File: src/rtl/pkt_pkg.sv
// rtl/pkt_pkg.sv - shared widths, field offsets and flit packing helper for the packetizer
package pkt_pkg;
  localparam int NUM_SRC_DEF    = 4;
  localparam int ADDR_W_DEF     = 4;
  localparam int OP_W_DEF       = 4;
  localparam int DATA_W_DEF     = 25;
  localparam int FIFO_DEPTH_DEF = 4;
  localparam int CNT_W_DEF      = 16;

  localparam int FLIT_W   = ADDR_W_DEF + OP_W_DEF + DATA_W_DEF;
  localparam int OP_LSB   = DATA_W_DEF;
  localparam int ADDR_LSB = OP_W_DEF + DATA_W_DEF;

  typedef logic [FLIT_W-1:0] flit_t;

  function automatic flit_t pack_flit(input logic [ADDR_W_DEF-1:0] addr,
                                      input logic [OP_W_DEF-1:0]   op,
                                      input logic [DATA_W_DEF-1:0] data);
    flit_t f;
    f = '0;
    f[ADDR_LSB +: ADDR_W_DEF] = addr;
    f[OP_LSB +: OP_W_DEF]     = op;
    f[0 +: DATA_W_DEF]        = data;
    return f;
  endfunction
endpackage

File: src/rtl/pkt_sync_fifo.sv
// rtl/pkt_sync_fifo.sv - synchronous FIFO with a dedicated occupancy register
module pkt_sync_fifo import pkt_pkg::*; #(
  parameter  int WIDTH = 8,
  parameter  int DEPTH = 4,
  localparam int PTR_W = $clog2(DEPTH),
  localparam int CNT_W = PTR_W + 1
) (
  input  logic             clk,
  input  logic             rst_n,
  input  logic             push_i,
  input  logic [WIDTH-1:0] push_data_i,
  input  logic             pop_i,
  output logic [WIDTH-1:0] pop_data_o,
  output logic             full_o,
  output logic             empty_o,
  output logic [CNT_W-1:0] count_o
);
  logic [WIDTH-1:0] mem_q [DEPTH];
  logic [PTR_W-1:0] wr_ptr_q, rd_ptr_q;
  logic [CNT_W-1:0] count_q, count_d;
  logic             do_push, do_pop;

  assign full_o  = (count_q == CNT_W'(DEPTH));
  assign empty_o = (count_q == '0);
  assign do_push = push_i & ~full_o;
  assign do_pop  = pop_i & ~empty_o;

  always_comb begin
    count_d = count_q;
    if (do_push && !do_pop) count_d = count_q + 1'b1;
    else if (!do_push && do_pop) count_d = count_q - 1'b1;
  end

  // Storage is cleared too so the head reads zero straight out of reset.
  always_ff @(posedge clk or negedge rst_n) begin
    if (!rst_n) begin
      wr_ptr_q <= '0;
      rd_ptr_q <= '0;
      count_q  <= '0;
      for (int i = 0; i < DEPTH; i++) mem_q[i] <= '0;
    end else begin
      count_q <= count_d;
      if (do_push) begin
        mem_q[wr_ptr_q] <= push_data_i;
        wr_ptr_q        <= wr_ptr_q + 1'b1;
      end
      if (do_pop) rd_ptr_q <= rd_ptr_q + 1'b1;
    end
  end

  assign pop_data_o = mem_q[rd_ptr_q];
  assign count_o    = count_q;
endmodule

File: src/rtl/packetizer_rr_fifo.sv
// rtl/packetizer_rr_fifo.sv - round-robin merge of producer channels into a queued flit stream
module packetizer_rr_fifo import pkt_pkg::*; #(
  parameter  int NUM_SRC    = NUM_SRC_DEF,
  parameter  int ADDR_W     = ADDR_W_DEF,
  parameter  int OP_W       = OP_W_DEF,
  parameter  int DATA_W     = DATA_W_DEF,
  parameter  int FIFO_DEPTH = FIFO_DEPTH_DEF,
  parameter  int CNT_W      = CNT_W_DEF,
  localparam int SRC_W      = (NUM_SRC > 1) ? $clog2(NUM_SRC) : 1,
  localparam int PKT_W      = ADDR_W + OP_W + DATA_W,
  localparam int FCNT_W     = $clog2(FIFO_DEPTH) + 1
) (
  input  logic                      clk,
  input  logic                      rst_n,
  input  logic [NUM_SRC-1:0]        src_valid,
  output logic [NUM_SRC-1:0]        src_ready,
  input  logic [NUM_SRC*ADDR_W-1:0] src_addr,
  input  logic [NUM_SRC*OP_W-1:0]   src_op,
  input  logic [NUM_SRC*DATA_W-1:0] src_data,
  output logic                      pkt_valid,
  input  logic                      pkt_ready,
  output logic [PKT_W-1:0]          pkt_data,
  output logic [SRC_W-1:0]          pkt_src,
  output logic [FCNT_W-1:0]         fifo_count,
  output logic [CNT_W-1:0]          sent_cnt
);
  logic [ADDR_W-1:0] addr_a [NUM_SRC];
  logic [OP_W-1:0]   op_a   [NUM_SRC];
  logic [DATA_W-1:0] data_a [NUM_SRC];
  logic [SRC_W-1:0]  ptr_q, ptr_d, grant_idx, idx;
  logic              grant_vld, full, empty, accept, pop;
  logic [PKT_W-1:0]  flit;
  logic [SRC_W+PKT_W-1:0] head;
  logic [CNT_W-1:0]  sent_q, sent_d;

  for (genvar i = 0; i < NUM_SRC; i++) begin : g_unpack
    assign addr_a[i] = src_addr[i*ADDR_W +: ADDR_W];
    assign op_a[i]   = src_op[i*OP_W +: OP_W];
    assign data_a[i] = src_data[i*DATA_W +: DATA_W];
  end

  // Scan from the farthest offset down so the channel nearest ptr wins.
  always_comb begin
    grant_vld = 1'b0;
    grant_idx = '0;
    idx       = '0;
    for (int k = NUM_SRC - 1; k >= 0; k--) begin
      idx = SRC_W'((int'(ptr_q) + k) % NUM_SRC);
      if (src_valid[idx]) begin
        grant_vld = 1'b1;
        grant_idx = idx;
      end
    end
  end

  assign accept = rst_n & ~full & grant_vld;
  assign flit   = {addr_a[grant_idx], op_a[grant_idx], data_a[grant_idx]};
  assign pop    = pkt_valid & pkt_ready;

  always_comb begin
    src_ready = '0;
    if (accept) src_ready[grant_idx] = 1'b1;
  end

  always_comb begin
    ptr_d = ptr_q;
    if (accept) ptr_d = (grant_idx == SRC_W'(NUM_SRC - 1)) ? '0 : grant_idx + 1'b1;
  end

  assign sent_d = pop ? sent_q + 1'b1 : sent_q;

  always_ff @(posedge clk or negedge rst_n) begin
    if (!rst_n) begin
      ptr_q  <= '0;
      sent_q <= '0;
    end else begin
      ptr_q  <= ptr_d;
      sent_q <= sent_d;
    end
  end

  pkt_sync_fifo #(.WIDTH(SRC_W + PKT_W), .DEPTH(FIFO_DEPTH)) u_fifo (
    .clk         (clk),
    .rst_n       (rst_n),
    .push_i      (accept),
    .push_data_i ({grant_idx, flit}),
    .pop_i       (pop),
    .pop_data_o  (head),
    .full_o      (full),
    .empty_o     (empty),
    .count_o     (fifo_count)
  );

  assign pkt_valid = ~empty;
  assign pkt_data  = head[PKT_W-1:0];
  assign pkt_src   = head[PKT_W +: SRC_W];
  assign sent_cnt  = sent_q;
endmodule

File: config.mk
export PLATFORM = sky130hd
export DESIGN_NAME = packetizer_rr_fifo
export DESIGN_NICKNAME = d
export VERILOG_FILES = /design/src/rtl/pkt_pkg.sv /design/src/rtl/pkt_sync_fifo.sv /design/src/rtl/packetizer_rr_fifo.sv
export SDC_FILE = /design/constraint.sdc
export NUM_CORES = 1
export LEC_CHECK = 0
export BUFFER_PORTS_ARGS = -buffer_cell sky130_fd_sc_hd__buf_4
export CAP_MARGIN = 20
export CORE_MARGIN = 5
export CORE_UTILIZATION = 40
export CTS_BUF_LIST = sky130_fd_sc_hd__clkbuf_2 sky130_fd_sc_hd__clkbuf_4 sky130_fd_sc_hd__clkbuf_8
export CTS_CLUSTER_DIAMETER = 200
export DETAILED_ROUTE_END_ITERATION = 16
export GPL_TIMING_DRIVEN = 0
export PLACE_DENSITY = 0.72
export SLEW_MARGIN = 20
export SYNTH_ARGS = -nofsm -noshare
export SYNTH_HDL_FRONTEND = slang
export SYNTH_SLANG_ARGS = --single-unit
export TNS_END_PERCENT = 10
File: constraint.sdc
create_clock -name clk -period 3.7 [get_ports clk]
set_clock_uncertainty 0.15 [all_clocks]
set_input_delay 0.555 -clock clk [delete_from_list [all_inputs] [get_ports clk]]
set_output_delay 0.555 -clock clk [all_outputs]
set_load 0.02 [all_outputs]
==> results_dict.tcl, run 1 <==
set metrics [dict create \
    outcome "finished, final reports clean" \
    seqCellArea_um2 4130 \
    clock-sinks 165 \
    cts_max_level 4 \
    cp_top_family "buffers and inverters" \
    layout.cells.non_filler 1213 \
    synth_top_area_share_pct 49.3 \
    path_class "input pin to output port" \
    rsz0062_at_grt "false" \
    ys_seq_area_share_pct 49.3 \
    hold_start "sent_cnt[15]$_DFFE_PN0P_" \
    crit_path_top_delay_cell "dlygate4sd3_1" \
    synth-seq-cells 165 \
    num_io_pins 198 \
    dr.pass1.iters 5 \
    power_density_nw_per_um2 843 \
    clk_root_buffer_cell "clkbuf_8" \
    worst-path-max-fanout 10 \
    design_area_um2 10700 \
    synth_top_flop_cell "dfrtp_1" \
    design.die.area_um2 23900 \
    placed_cells 1179 \
    grtUsageTotal_pct 21.7 \
    numPortBuffers 197 \
    nNetsFinal 1075 \
    drt_iter0_drc 543 \
    hpwl_um 18000 \
    holdBufCountCts 2 \
    slew_headroom_pct 51.4 \
    fillCellCount 1910 \
    placed_cell_area_um2 10200 \
    syn_area_per_cell_um2 11.9 \
    ir_worst_vdd_uv 409 \
    first_global_vias 7543 \
    insertion_delay_ps 460 \
    synth_nets 856 \
    start_util_pct 40.2 \
    crit_path_start_kind "input pin" \
    drt_drc_violations_left 0 \
    drive_gt1_share_pct 34.1 \
    max_freq_mhz 310 \
    die_x_um 155 \
    setup_viol 0 \
    async_flop_share_pct 100 \
    via_per_inst 5.92 \
    cts_setup_buffers 0 \
    num_rows 53 \
    cp_num_buf_inv 5 \
    post-route-period-util_pct 87.1 \
    core_area_um2 20800 \
    dp_slack_ps 319 \
    fin_ws_ps 477 \
    ctsResizeCount 0 \
    syn-cell-area_um2 8370 \
    path_clk_slew_ps 80 \
    ys_warn_count 0 \
    rrSetupSlack_ps 1010 \
    cp.required_ps 2990 \
    grt_pass1_wl_um 41100 \
    cap_viol_max_count 0 \
    antenna_found_initial 0 \
    yosys.area.top_type "dfrtp_1" \
    tightest_slew_ps 730 \
    crit_start "rst_n" \
    slowest_delay_ps 560 \
    place_congestion 0.843 \
    fin_util_pct 51.2 \
    yosys-top-cells-area "dfrtp_1 49%, o221ai_1 14%, mux4_2 9.4%" \
    multi_input_area_um2 3920 \
    dieHeight_um 155 \
    period_minus_slack_ps 3220 \
    ant_nets 0 \
    cts_buffers 17 \
    p_leak_nw 5.04 \
    area_growth_pct 27.3 \
    grt.overflow.total 0 \
    routed_wl_um 25800 \
    synth.distinct_cells 37 \
    synth_edf_count 0 \
    crit_arrival_ps 2520 \
    clk_path_buf_depth 2 \
    grt_max_degree 92 \
    cts_tree "built" \
    slew_viol_final 0 \
    diodes 0 \
    hold_class "flip-flop to flip-flop" \
    end_kind "output port" \
    whs_ps 318 \
    synth_cells 706 \
    cp_common_cell "buf_4" \
    worstReg2RegStart "u_fifo.count_o[0]$_DFFE_PN0P_" \
    vias 7180 \
    avgRoutedWirePerCell_um 21.3 \
    path_cells "dlygate4sd3_1 > buf_8 > o41ai_2 > a21oi_2 > buf_4 > buf_2 > and2_1 > buf_4" \
    hold_viol_final 0 \
]
[synthesized netlist by cell type (2+ instances only)]
library cell  number
a21oi_1            4
and2_1             6
and3_1             3
and4_1             2
buf_1              4
buf_2             27
buf_4              3
buf_6              6
clkbuf_1          15
dfrtp_1          165
ha_1              10
inv_1              5
mux2_2             2
mux2i_1           67
mux4_2            35
nand2_1          156
nand2_2            3
nand3_1            4
nand3_2            8
nand4_1            3
nor2_1             9
o21ai_1            4
o221ai_1         132
xnor2_1           14
xor2_1             7
[kinds of logic after synthesis]
group | Yosys count | share of synthesized area, %
DFF | 165 | 49.3
muxes | 104 | 17.7
adders and majority gates | 11 | 1.73
buffers and inverters | 62 | 3.86
xor gates and xnor gates | 21 | 2.20
AOI/OAI and AO/OA | 145 | 14.8
and+or+nand+nor | 198 | 10.3
[state kept, by name, summed over array words and instances, names as in the netlist]
signal           cells
u_fifo.mem_q       140
u_fifo.wr_ptr_q      2
sent_cnt            16
ptr_q                2
u_fifo.rd_ptr_q      2
u_fifo.count_o       3
[cell type report]
| class | instances | share of cell area, % |
|---|---|---|
| flip-flops and latches | 165 | 38.8 |
| clock inverters | 9 | 0.904 |
| repair buffers | 200 | 14.6 |
| clock buffers | 23 | 2.74 |
| multi-input cells | 479 | 36.8 |
| well taps | 275 | 3.23 |
| plain buffers | 55 | 2.78 |
| inverters | 7 | 0.247 |
[per-layer routing]
| layer | up-vias | wire, um | track usage, % |
|---|---|---|---|
| met5 | - | 0 | 0 |
| met4 | 0 | 772 | 8.07 |
| met3 | 52 | 2040 | 4.76 |
| met2 | 385 | 12600 | 34.8 |
| met1 | 3585 | 10400 | 29.1 |
| li1 | 3158 | - | - |
[report_power, final]
part           total, mW  switching (mW)  internal, mW
Combinational       4.65            2.57          2.07
Clock               1.28           0.679         0.606
Sequential          3.04           0.456          2.59
[placed cells by master, fill, tap and decap left out, types with 2 or more instances in the layout]
master      Yosys  routed
nand4_1         3       3
buf_6           6       6
o221ai_1      132     132
inv_1           5       5
buf_1           4       4
nand2_2         3       3
dfrtp_1       165     165
xnor2_1        14      14
buf_16          0       2
clkinv_4        0       3
nand2_1       156     156
clkbuf_4        0       4
a21oi_1         4       4
mux4_2         35      35
buf_4           3     199
clkinvlp_4      0       2
and3_1          3       3
and4_1          2       2
mux2_2          2       2
nor2_1          9       9
ha_1           10      10
nand3_2         8       8
buf_2          27      27
clkbuf_1       15      15
and2_1          6       6
clkbuf_8        0      19
o21ai_1         4       4
mux2i_1        67      67
xor2_1          7       7
nand3_1         4       4
[final timing paths]
path,endpoint,cells after the start
min reg2reg,sent_cnt[15]$_DFFE_PN0P_,1
min in group asynchronous,u_fifo.mem_q[39]$_DFFE_PN0P_,3
min,sent_cnt[15]$_DFFE_PN0P_,1
max reg2reg,u_fifo.count_o[2]$_DFFE_PN0P_,10
max,src_ready[3],8
max in group asynchronous,u_fifo.mem_q[93]$_DFFE_PN0P_,3
[per-stage QoR]
step / setup TNS, ps / total power, mW
detailed placement: 0 / 7.71
finish: 0 / 8.97
CTS: 0 / 9.02
floorplan: 0 / 6.03
global route: 0 / 9.54
global placement: -76930 / 7.58
Power figures use the tool's default switching activity.
==> inputs of run 2 (changes only) <==
--- a/config.mk
+++ b/config.mk
@@ -5,15 +5,16 @@
 export SDC_FILE = /design/constraint.sdc
 export NUM_CORES = 1
 export LEC_CHECK = 0
-export BUFFER_PORTS_ARGS = -buffer_cell sky130_fd_sc_hd__buf_4
 export CAP_MARGIN = 20
+export CORE_ASPECT_RATIO = 0.7
 export CORE_MARGIN = 5
 export CORE_UTILIZATION = 40
 export CTS_BUF_LIST = sky130_fd_sc_hd__clkbuf_2 sky130_fd_sc_hd__clkbuf_4 sky130_fd_sc_hd__clkbuf_8
 export CTS_CLUSTER_DIAMETER = 200
 export DETAILED_ROUTE_END_ITERATION = 16
+export DONT_BUFFER_PORTS = 1
 export GPL_TIMING_DRIVEN = 0
-export PLACE_DENSITY = 0.72
+export PLACE_DENSITY = 0.64
 export SLEW_MARGIN = 20
 export SYNTH_ARGS = -nofsm -noshare
 export SYNTH_HDL_FRONTEND = slang
==> results_dict.tcl, run 2 (same netlist as run 1, synthesis figures left out) <==
set metrics [dict create \
    placed_cell_area_um2 8710 \
    antenna_found_initial 0 \
    grt.overflow.total 0 \
    failed_checks "hold timing" \
    worst-path-max-fanout 10 \
    avgRoutedWirePerCell_um 25.4 \
    crit_arrival_ps 2420 \
    cts_setup_buffers 0 \
    cp_num_buf_inv 2 \
    setup_viol 0 \
    period_minus_slack_ps 3120 \
    core_area_um2 20600 \
    via_per_inst 6.32 \
    hpwl_um 17800 \
    setup_tns_ps 0 \
    die_x_um 183 \
    design_area_um2 9110 \
    crit_path_top_delay_cell "clkbuf_1" \
    cts_tree "built" \
    design.die.area_um2 24000 \
    cap_viol_max_count 0 \
    mostFrequentLayoutCells "165 x dfrtp_1, 156 x nand2_1, 132 x o221ai_1" \
    drive_gt1_share_pct 16.4 \
    p_leak_nw 4.04 \
    slew_viol_final 0 \
    grtUsageTotal_pct 21.3 \
    max_freq_mhz 320 \
    finalPower_mw 8.34 \
    crit_start "u_fifo.rd_ptr_q[1]$_DFFE_PN0P_" \
    num_io_pins 198 \
    cp.required_ps 2990 \
    slew_headroom_pct 49.4 \
    drt_iter0_drc 672 \
    power_density_nw_per_um2 915 \
    hold_viol_final 165 \
    routed_wl_um 25800 \
    hold_class "input pin to asynchronous set/reset pin" \
    clk_path_buf_depth 2 \
    grt_max_degree 167 \
    cts_buffers 17 \
    regMostFlops "u_fifo.mem_q" \
    fin_ws_ps 576 \
    insertion_delay_ps 460 \
    cts_max_level 4 \
    crit_path_start_kind "flip-flop" \
    fillCellCount 1966 \
    start_util_pct 40.5 \
    rrSetupSlack_ps 840 \
    ctsResizeCount 0 \
    multi_input_area_um2 3920 \
    path_cells "clkbuf_1 > clkbuf_1 > mux4_2" \
    grt_pass1_wl_um 38800 \
    tightest_slew_ps 758 \
    rsz0062_at_grt "false" \
    num_rows 44 \
    drt_drc_violations_left 0 \
    path_class "flip-flop to output port" \
    area_growth_pct 8.91 \
    dieHeight_um 131 \
    dr.pass1.iters 5 \
    post-route-period-util_pct 84.4 \
    cp_common_cell "clkbuf_1" \
    path_clk_slew_ps 100 \
    worstReg2RegStart "u_fifo.count_o[1]$_DFFE_PN0P_" \
    place_congestion 0.784 \
    final_common_cell "dfrtp_1" \
    clk_root_buffer_cell "clkbuf_8" \
    outcome "finished, violations left" \
    cp_top_family "buffers and inverters" \
    seqCellArea_um2 4130 \
    vias 6410 \
    dp_slack_ps 886 \
    ir_worst_vdd_uv 369 \
    end_kind "output port" \
    layout.cells.non_filler 1014 \
    placed_cells 982 \
    slowest_delay_ps 640 \
    largest_reg_flops 140 \
    first_global_vias 6372 \
    clock-sinks 165 \
    nNetsFinal 875 \
    numPortBuffers 0 \
    ant_nets 0 \
    diodes 0 \
    whs_ps -376 \
    fin_util_pct 44.1 \
]
==> run 2: cell types whose count changed in the layout (fill, tap and decap cells not counted), sizes merged <==
| cell | change |
|---|---|
| buf | -199 |
| clkbuf | -6 |
| inv | +5 |
| clkinvlp | +1 |
| dlygate4sd3 | -1 |
==> run 2: final timing paths <==
path	to	cells past startpoint
worst max register to register	u_fifo.count_o[2]$_DFFE_PN0P_	10
max in group asynchronous	u_fifo.mem_q[66]$_DFFE_PN0P_	0
worst min-delay path	u_fifo.mem_q[124]$_DFFE_PN0P_	0
min in group clk	u_fifo.mem_q[30]$_DFFE_PN0P_	2
worst min register to register	u_fifo.mem_q[52]$_DFFE_PN0P_	2
worst max-delay path	pkt_data[17]	3
==> run 2: layout make-up <==
cell class	count	share of cell area [%]
flip-flops and latches	165	45.3
multi-input cells	479	43.0
well taps	276	3.79
plain buffers	55	3.25
clock buffers	17	2.57
clock inverters	15	1.83
inverters	7	0.288
==> run 2: per-layer routing <==
metal	vias to the layer above	wire, um	global-route usage, %
met5	-	0	0
met4	0	244	4.16
met3	24	2410	6.06
met2	344	11300	30.9
met1	3287	11800	32.2
li1	2755	-	-
==> run 2: power by group <==
group,leakage [nW],switching (mW),internal (mW)
sequential,2.08,0.532,2.59
combinational,1.77,2.36,1.51
clock,0.194,0.786,0.564
